## config.mk

```make
export PLATFORM = sky130hd
export DESIGN_NAME = gc_scheduler
export DESIGN_NICKNAME = d
export VERILOG_FILES = /design/src/rtl/gc_scheduler.sv
export SDC_FILE = /design/constraint.sdc
export NUM_CORES = 1
export LEC_CHECK = 0
export CORE_ASPECT_RATIO = 0.6
export CORE_MARGIN = 8
export CORE_UTILIZATION = 30
export CTS_CLUSTER_DIAMETER = 50
export DETAILED_ROUTE_END_ITERATION = 10
export GPL_TIMING_DRIVEN = 0
export SLEW_MARGIN = 40
export SYNTH_ARGS = -nofsm -noshare
export SYNTH_HDL_FRONTEND = slang
export SYNTH_SLANG_ARGS = --single-unit
export TNS_END_PERCENT = 1
```

## constraint.sdc

```tcl
create_clock -name CLK -period 3.9 [get_ports CLK]
set_input_delay 0.78 -clock CLK [delete_from_list [all_inputs] [get_ports CLK]]
set_output_delay 0.78 -clock CLK [all_outputs]
set_load 0.005 [all_outputs]
```

## src/rtl/gc_scheduler.sv

```systemverilog
// Garbage-collection sequencing controller: select victim, scan/relocate valid pages, erase, recover.
// Optional GC_STATS_EN adds saturating moved_pages / erased_blocks counters.
module gc_scheduler #(
    parameter int unsigned BLOCK_W = 8,
    parameter int unsigned PAGE_W  = 6,
    parameter int unsigned CNT_W   = 5,
    parameter int unsigned LOW_WM  = 2,
    parameter int unsigned HIGH_WM = 4
) (
    input  logic               CLK,
    input  logic               nRST,
    input  logic [CNT_W-1:0]   clean_num,
    input  logic               host_busy,
    output logic               victim_req,
    input  logic               victim_valid,
    input  logic [BLOCK_W-1:0] victim_blk,
    input  logic               page_valid,
    output logic [BLOCK_W-1:0] cur_blk,
    output logic [PAGE_W-1:0]  cur_page,
    output logic               mv_req,
    input  logic               mv_ack,
    output logic               erase_req,
    input  logic               erase_ack,
    output logic               fifo_recover_en,
    output logic [BLOCK_W-1:0] recover_blk,
    output logic               gc_active,
    output logic               gc_urgent,
    output logic               gc_done
`ifdef GC_STATS_EN
    ,
    output logic [15:0]        moved_pages,
    output logic [15:0]        erased_blocks
`endif
);

    localparam int unsigned LAST_PAGE = (1 << PAGE_W) - 1;

    typedef enum logic [2:0] {
        IDLE    = 3'd0,
        SELECT  = 3'd1,
        SCAN    = 3'd2,
        MOVE    = 3'd3,
        ERASE   = 3'd4,
        RECOVER = 3'd5
    } state_t;

    state_t               state_q, state_d;
    logic [BLOCK_W-1:0]   blk_d;
    logic [PAGE_W-1:0]    page_d;
    logic                 urgent_q, urgent_d;
    logic                 done_d;

    logic                 clean_zero;
    logic                 clean_low;
    logic [CNT_W:0]       clean_inc;
    logic                 last_page;
    logic                 stall;

    assign clean_zero = (clean_num == '0);
    assign clean_low  = (clean_num <= CNT_W'(LOW_WM));
    assign clean_inc  = {1'b0, clean_num} + (CNT_W+1)'(1);
    assign last_page  = (cur_page == PAGE_W'(LAST_PAGE));
    assign stall      = host_busy && !urgent_q;

    // Requests are decoded from state so they drop the cycle after their ack is taken
    assign victim_req      = (state_q == SELECT);
    assign mv_req          = (state_q == MOVE);
    assign erase_req       = (state_q == ERASE);
    assign fifo_recover_en = (state_q == RECOVER);
    assign recover_blk     = fifo_recover_en ? cur_blk : '0;
    assign gc_active       = (state_q != IDLE);
    assign gc_urgent       = urgent_q;

    always_ff @(posedge CLK) begin
        if (!nRST) begin
            state_q  <= IDLE;
            cur_blk  <= '0;
            cur_page <= '0;
            urgent_q <= 1'b0;
            gc_done  <= 1'b0;
        end else begin
            state_q  <= state_d;
            cur_blk  <= blk_d;
            cur_page <= page_d;
            urgent_q <= urgent_d;
            gc_done  <= done_d;
        end
    end

    always_comb begin
        state_d  = state_q;
        blk_d    = cur_blk;
        page_d   = cur_page;
        urgent_d = urgent_q;
        done_d   = 1'b0;

        // An exhausted pool forces urgent mode for the rest of this reclaim
        if (state_q != IDLE && clean_zero) begin
            urgent_d = 1'b1;
        end

        case (state_q)
            IDLE: begin
                if (clean_zero) begin
                    state_d  = SELECT;
                    urgent_d = 1'b1;
                end else if (clean_low && !host_busy) begin
                    state_d = SELECT;
                end
            end
            SELECT: begin
                if (victim_valid) begin
                    blk_d   = victim_blk;
                    page_d  = '0;
                    state_d = SCAN;
                end
            end
            SCAN: begin
                if (!stall) begin
                    if (page_valid) begin
                        state_d = MOVE;
                    end else if (last_page) begin
                        state_d = ERASE;
                    end else begin
                        page_d = cur_page + PAGE_W'(1);
                    end
                end
            end
            MOVE: begin
                if (mv_ack) begin
                    if (last_page) begin
                        state_d = ERASE;
                    end else begin
                        page_d  = cur_page + PAGE_W'(1);
                        state_d = SCAN;
                    end
                end
            end
            ERASE: begin
                if (erase_ack) begin
                    state_d = RECOVER;
                end
            end
            RECOVER: begin
                urgent_d = 1'b0;
                if (clean_inc < (CNT_W+1)'(HIGH_WM)) begin
                    state_d = SELECT;
                end else begin
                    state_d = IDLE;
                    done_d  = 1'b1;
                end
            end
            default: begin
                state_d = IDLE;
            end
        endcase
    end

`ifdef GC_STATS_EN
    // Saturating activity counters
    always_ff @(posedge CLK) begin
        if (!nRST) begin
            moved_pages   <= '0;
            erased_blocks <= '0;
        end else begin
            if (state_q == MOVE && mv_ack && moved_pages != 16'hFFFF) begin
                moved_pages <= moved_pages + 16'd1;
            end
            if (state_q == RECOVER && erased_blocks != 16'hFFFF) begin
                erased_blocks <= erased_blocks + 16'd1;
            end
        end
    end
`endif

endmodule

```

-- Word-level counts from Yosys, hierarchy flattened
Index checks and enable logic that the tools add are counted.
- add/sub/neg operators: 2
- order comparisons: 2
- eq/ne operators: 13
- mux-type cells: 22
- reduce and logical (&&, ||, !) cells: 13
- operators with widths (cell ; number):
    6-bit two-way mux ; 5
    3-bit two-way mux ; 9
    3-bit one-hot mux with 6 select lines ; 1
    6-bit one-hot mux with 3 select lines ; 1
    8-bit two-way mux ; 1
    5-bit by 1-bit adder with 6-bit output, second input constant ; 1
    6-bit by 1-bit adder with 6-bit output, second input constant ; 1
    3-bit by 2-bit == test with 1-bit output, second input constant ; 2
    3-bit == test, second input constant ; 2
    6-bit == test, second input constant ; 1
    6-bit by 3-bit less-than comparator with 1-bit output, second input constant ; 1
    2-bit by 1-bit != test with 1-bit output, second input constant ; 3
    3-bit != test, second input constant ; 2
    6-bit AND reduction ; 1
    3-bit nonzero test ; 2
    5-bit by 2-bit less-or-equal comparator with 1-bit output, second input constant ; 1
    5-bit zero test ; 1
    5-bit AND reduction ; 1
    1-bit two-way mux ; 4
    2-bit != test, second input constant ; 2
    2-bit AND reduction ; 2
    3-bit by 1-bit == test with 1-bit output, second input constant ; 1
    1-bit logical AND ; 3
    3-bit zero test ; 1
    other kinds (2) ; 3
- bits in registers: 19
- word-level logic and storage cells: 57

-- Depth between registers and ports, before layout
- depth in word-level cells: 5
- depth in mapped cells: 6

-- Worst setup path after synthesis
OpenSTA, ideal clock, no wires.
- path kind: input-to-reg
- start: in host_busy
- end: reg cur_page[5]
- data arrival time: 1.690 ns
- required time: 3.778 ns
- path slack: 2.088 ns
- cell stages on the path: 4
- cells stage by stage: nor2b_1 > a221o_1 > a221oi_2 > o22ai_1
- cells in the longest elaborated chain, start to end: 3
- ends and longest elaborated chain (item ; RTL line ; source):
    start, declared ; 13 ; input logic host_busy,
    1-bit logical AND ; 63 ; assign stall = host_busy && !urgent_q;
    2-bit != test (no source line) ; - ;
    5-bit AND reduction (no source line) ; - ;
    end signal, assigned ; 84 ; cur_page <= page_d;
    end, declared ; 19 ; output logic [PAGE_W-1:0] cur_page,
Every way passes these cells.
A chain may end at the register's enable or synchronous reset.

-- Final worst setup path
- start: reg state_q[0]
- end: out recover_blk[2]
- cells in the longest elaborated chain, start to end: 2
- ends and longest elaborated chain (item ; RTL line ; source):
    start, declared ; 47 ; state_t state_q, state_d;
    start signal, assigned ; 82 ; state_q <= state_d;
    3-bit == test ; 69 ; assign fifo_recover_en = (state_q == RECOVER);
    8-bit two-way mux ; 70 ; assign recover_blk = fifo_recover_en ? cur_blk : '0;
    end, declared ; 25 ; output logic [BLOCK_W-1:0] recover_blk,
Every way passes these cells.

==> reports/summary.txt <==
Rel. slew slack - 64.8%
Largest stage delay, worst path - 0.51 ns
post-detailed-route via-to-cell ratio - 5.34
vertical die dimension - 64.8 um
worst hold slack - 0.505 ns
diodes inserted - 0
synthesized netlist cell count - 135
worst path buffer plus inverter count - 3
sort of element at the end of the critical path - primary output
result of the run - finished clean
mux cell area share after synthesis - 8.41%
post-route antenna net violation count - 0
leakage power figure - 0.657 nW
standard-cell rows - 17
class of the tightest hold or removal check - reg2reg
via count of the first global-routing pass - 1236
period utilisation layout - 70.9%
nets@finish - 209
setup repair bufs after CTS - 0
post-cts repair resize count - 0
Cell Area, Synth - 1190 um^2
clock latency at the later pin of the worst-skew pair - 0.26 ns
HPWL after detailed placement - 3.23 mm
cells traversed along the worst timing path - buf_4 > clkbuf_1 > and3_1 > clkdlybuf4s50_1
number of antenna violations at the first check in global routing - 0
sequential-to-total area share from yosys stat - 32.0%
gpl congestion - 0.863
worst path required time - 3.12 ns
post-route clock skew - 0.000888 ns
fraction of the mapped netlist area in compound gates - 23.7%
number of setup violations in the final report - 0
setup total negative slack - 0 ns
area share of xor/xnor cells in the synthesized design - 0%
DRC violation total after the first TritonRoute iteration - 130
maximum number of buffers from clock root to sink - 2
Die Span X - 97.3 um
quantity of I/O buffers inserted on ports - 48
Syn. warnings - 0
Max Slew Vio Count - 0
synth unique cells - 45
GRT Total Usage - 13.0%
Max-Cap Viols - 0
total clock sinks - 19
endpoints failing hold - 0
measured slew at the worst slew-check pin - 0.528 ns
Die Area - 6300 um^2
TritonCTS clock tree - done
total cell area at the placement stage - 1730 um^2
maximum number of pins on one net before global-route repair - 11
CP max-delay cell - sky130_fd_sc_hd__clkdlybuf4s50_1
initial core utilization - 31.8%
main flop type after synthesis - sky130_fd_sc_hd__dfxtp_1
simple-gate share of the synthesized area - 27.9%
number of buffers created by CTS - 3
main combinational cell family by area after synthesis - simple AND/OR/NAND/NOR gates
fraction of synthesis flops using an asynchronous set or reset pin - 0%
number of standard cells in the final layout excluding fillers - 234
power density normalized to cell area - 230 nW/um^2
number of buffers inserted for hold repair after clock tree synthesis - 0
first drt pass iteration count - 4
synthesized-area fraction occupied by adder cells - 1.89%
buffer type at the clock tree root - sky130_fd_sc_hd__clkbuf_8
Final Routed Wirelength - 4.15 mm
total non-filler cell area in the finished layout - 1770 um^2
first-pass GRT wire length - 6.65 mm
register bit count reported by yosys - 19
remaining global-route overflow - 0
Post-Route Utilization - 47.4%
Cell Count Post-Placement - 230
Top Family by Delay on Critical Path - buffers and inverters
nets in the synthesized netlist - 156
leading cell types in the layout, fill and taps excluded - sky130_fd_sc_hd__clkdlybuf4s50_1, sky130_fd_sc_hd__dfxtp_1, sky130_fd_sc_hd__nor2_1
mean routed wirelength per cell - 17.7 um
area inside the core boundary - 3740 um^2
highest fanout seen on the critical path - 10
number of levels the H-tree was split into - 1
maximum clock frequency - 0.362 GHz
Worst IR Drop VDD - 110 uV
Worst setup SP type - flip-flop
number of flops mapped to enable cells by yosys - 0
CP Class - reg2out
register clock-pin slew on the reported worst setup and hold paths - 0.07 ns
Avg Inst Size Synth - 8.81 um^2
count of pins on the block boundary - 49
Remaining DRCs - 0
number of vias after detailed routing - 1250
min Tclk post-route - 2.77 ns
proportion of layout cells with a drive suffix above 1 - 12.3%
synth-to-layout area growth - 49.1%
RSZ-0062 raised after global routing - false
commonest non-fill, non-tap cell in the layout - sky130_fd_sc_hd__clkdlybuf4s50_1
arrival time at the worst endpoint - 1.99 ns
## per-layer routing
metal | wire length (um) | share of wire [%] | GRT usage [%]
met5 | 0 | 0 | 0
met4 | 65 | 1.6 | 6.00
met3 | 239 | 5.8 | 3.70
met2 | 1880 | 45 | 20.2
met1 | 1970 | 47 | 16.4
## synth_stat cells, drive strengths merged, types with 2 or more instances
library cell / number / area (um^2)
a2111oi: 2 / 37.5
a211oi: 5 / 47.5
a21o: 2 / 15.0
a21oi: 4 / 27.5
a221oi: 3 / 38.8
a31oi: 3 / 18.8
and3: 10 / 62.6
and4: 2 / 20.0
buf: 6 / 47.5
clkbuf: 3 / 11.3
dfxtp: 19 / 380
inv: 4 / 15.0
mux2i: 10 / 100
nand2: 7 / 26.3
nand2b: 3 / 26.3
nand3: 4 / 20.0
nand4: 2 / 12.5
nor2: 18 / 67.6
nor2b: 6 / 45.0
nor3b: 2 / 15.0
o21ai: 4 / 20.0
o22ai: 4 / 25.0
or3: 2 / 17.5
## stage by stage
stage	setup slack (ns)	total power, W
2_1_floorplan	2.09	0.000232
3_3_place_gp	1.43	0.000268
3_5_place_dp	1.41	0.000269
4_1_cts	1.12	0.000410
5_1_grt	1.02	0.000427
6_report	1.13	0.000408
## state kept, by name (all words and copies together), names as in the netlist
| register | flops |
|---|---|
| state_q | 3 |
| cur_blk | 8 |
| gc_done | 1 |
| gc_urgent | 1 |
| cur_page | 6 |
## where the power goes
group	switching [W]	leakage (nW)	total [W]	internal [W]
clock	0.0000691	0.0228	0.000142	0.0000730
sequential	0.00000235	0.153	0.000199	0.000196
combinational	0.0000316	0.481	0.0000669	0.0000353
## area by class of cell
type | count | area (um^2)
Fill cell | 374 | 1970
Multi-Input combinational cell | 103 | 736
Timing Repair Buffer | 48 | 480
Sequential cell | 19 | 380
Buffer | 9 | 58.8
Tap cell | 47 | 58.8
Clock buffer | 4 | 45.0
Inverter | 4 | 15.0
## worst min-delay path, stage by stage, from the launching register on
cell and delay [ns]:
sky130_fd_sc_hd__dfxtp_1 0.34, sky130_fd_sc_hd__nand2_1 0.07, sky130_fd_sc_hd__mux2i_1 0.06
## final timing paths
| check | depth (start not counted) | slack (ns) | end | start |
|---|---|---|---|---|
| worst max register to register | 5 | 2.07 | cur_page[1]$_SDFFE_PN0P_ | cur_page[0]$_SDFFE_PN0P_ |
| worst min register to register | 2 | 0.50 | cur_page[1]$_SDFFE_PN0P_ | cur_page[1]$_SDFFE_PN0P_ |
| worst min-delay path | 2 | 0.50 | cur_page[1]$_SDFFE_PN0P_ | cur_page[1]$_SDFFE_PN0P_ |
| worst max-delay path | 4 | 1.13 | recover_blk[2] | state_q[0]$_SDFFE_PN0P_ |
## kinds of logic after synthesis
family | after synthesis
AND/OR/NAND/NOR | 59
buffers and inverters | 13
adder cells (fa/ha/maj) | 2
AO/OA/AOI/OAI | 32
flip-flops | 19
multiplexers | 10
No activity file was read; power rests on OpenSTA's default activity.
==> RTL change: new RTL, config.mk and constraints unchanged <==
`CNT_W`: 5 -> 10.
--- a/src/rtl/gc_scheduler.sv
+++ b/src/rtl/gc_scheduler.sv
@@ -4,5 +4,5 @@
     parameter int unsigned BLOCK_W = 8,
     parameter int unsigned PAGE_W  = 6,
-    parameter int unsigned CNT_W   = 5,
+    parameter int unsigned CNT_W   = 10,
     parameter int unsigned LOW_WM  = 2,
     parameter int unsigned HIGH_WM = 4
Ports: changed (resized clean_num); port bits go from 49 to 54. The function was not compared with the original's and may differ.
==> RTL change against the original RTL <==
Clock skew grew 0.0059 ns; routed wire length shrank 16%; synthesized area shrank 3.3%; first-iteration DRC count shrank 12%; setup slack lost 0.16 ns; sequential cell count is the same; combinational power shrank 37%; core utilization grew 1.1 points; cell area grew 0.63%; worst hold slack lost 0.041 ns; synthesized cell count grew 0.74%; non-clock buffer count grew 3; power shrank 7.9%; count of clock-buffer cells in the layout is the same.
==> RTL change: results (changes against the original RTL) <==
final_cells: 240  # +2.6%
p_switching_w: 0.0000802  # -22%
inverters: 2  # -2
skew_ns: 0.00680  # +0.00591 ns
slew_headroom_pct: 57.0  # -7.9 points
status: "finished, final reports clean"
yosysTopAreaCellShare_pct: 33.0  # +1.1 points
hp-start: "cur_blk[5]"
wl_met2_um: 1570  # -16%
synth.yosys.seq_area_share_pct: 33.0  # +1.1 points
wl_met1_um: 1640  # -16%
vdd_drop_max_uv: 94.2  # -14%
fin_nets: 220  # +5.3%
rr_worst_depth: 6  # +1
dp_hpwl_um: 2880  # -11%
dpl_cell_area_um2: 1740  # +0.65%
drive_gt1_share_pct: 9.84  # -2.5 points
synth_area_leaders: "dfxtp_1, nand2_1, and2_1"
sh_seq_area_pct: 21.3  # -0.14 points
crit_path_end: "recover_blk[5]"
die_area_um2: 6140  # -2.6%
wl_met3_um: 238  # -0.42%
nonClkBufAreaFrac_pct: 32.5  # +2.1 points
synth_fa_ha_area_share_pct: 1.96  # +0.064 points
multi_input_area_um2: 713  # -3.1%
num-multi-input-gates: 108  # +4.9%
vias_per_cell: 4.86  # -9.1%
use_met3_pct: 4.08  # +0.38 points
synth_common_cells: "nand2_1, dfxtp_1, nor2_1, and2_1, a21boi_1"
muxShareOfSynthArea_pct: 1.74  # -6.7 points
wl_per_cell_um: 14.5  # -18%
syn_area_per_cell_um2: 8.46  # -4.0%
arrival_ns: 2.15  # +0.16 ns
io_buffers: 53  # +10%
RTL change: cell count changes in the layout (fill, tap and decap cells not counted), sizes merged, moves of 5 or more:
cell | before | now
and2 | 0 | 10
and3 | 10 | 3
nand2 | 7 | 27
nor2b | 6 | 1
clkdlybuf4s50 | 48 | 53
a21boi | 0 | 8
mux2i | 10 | 2
nor2 | 18 | 12
RTL change: critical path, stage by stage (launching register included):
cell,delay [ns]
dfxtp_1,0.42
clkbuf_4,0.25
and3_1,0.19
clkbuf_1,0.33
and2_1,0.19
clkdlybuf4s50_1,0.51
RTL change: stage by stage:
stage / hold slack, ns / util (%) / power (W)
final: 0.464 / 48.5 / 0.000376
after floorplan: 0.460 / - / 0.000211
after global routing: 0.481 / 48.5 / 0.000393
after global placement: 0.450 / 47.3 / 0.000241
after CTS: 0.470 / 48.5 / 0.000379
after detailed placement: 0.460 / 47.3 / 0.000241
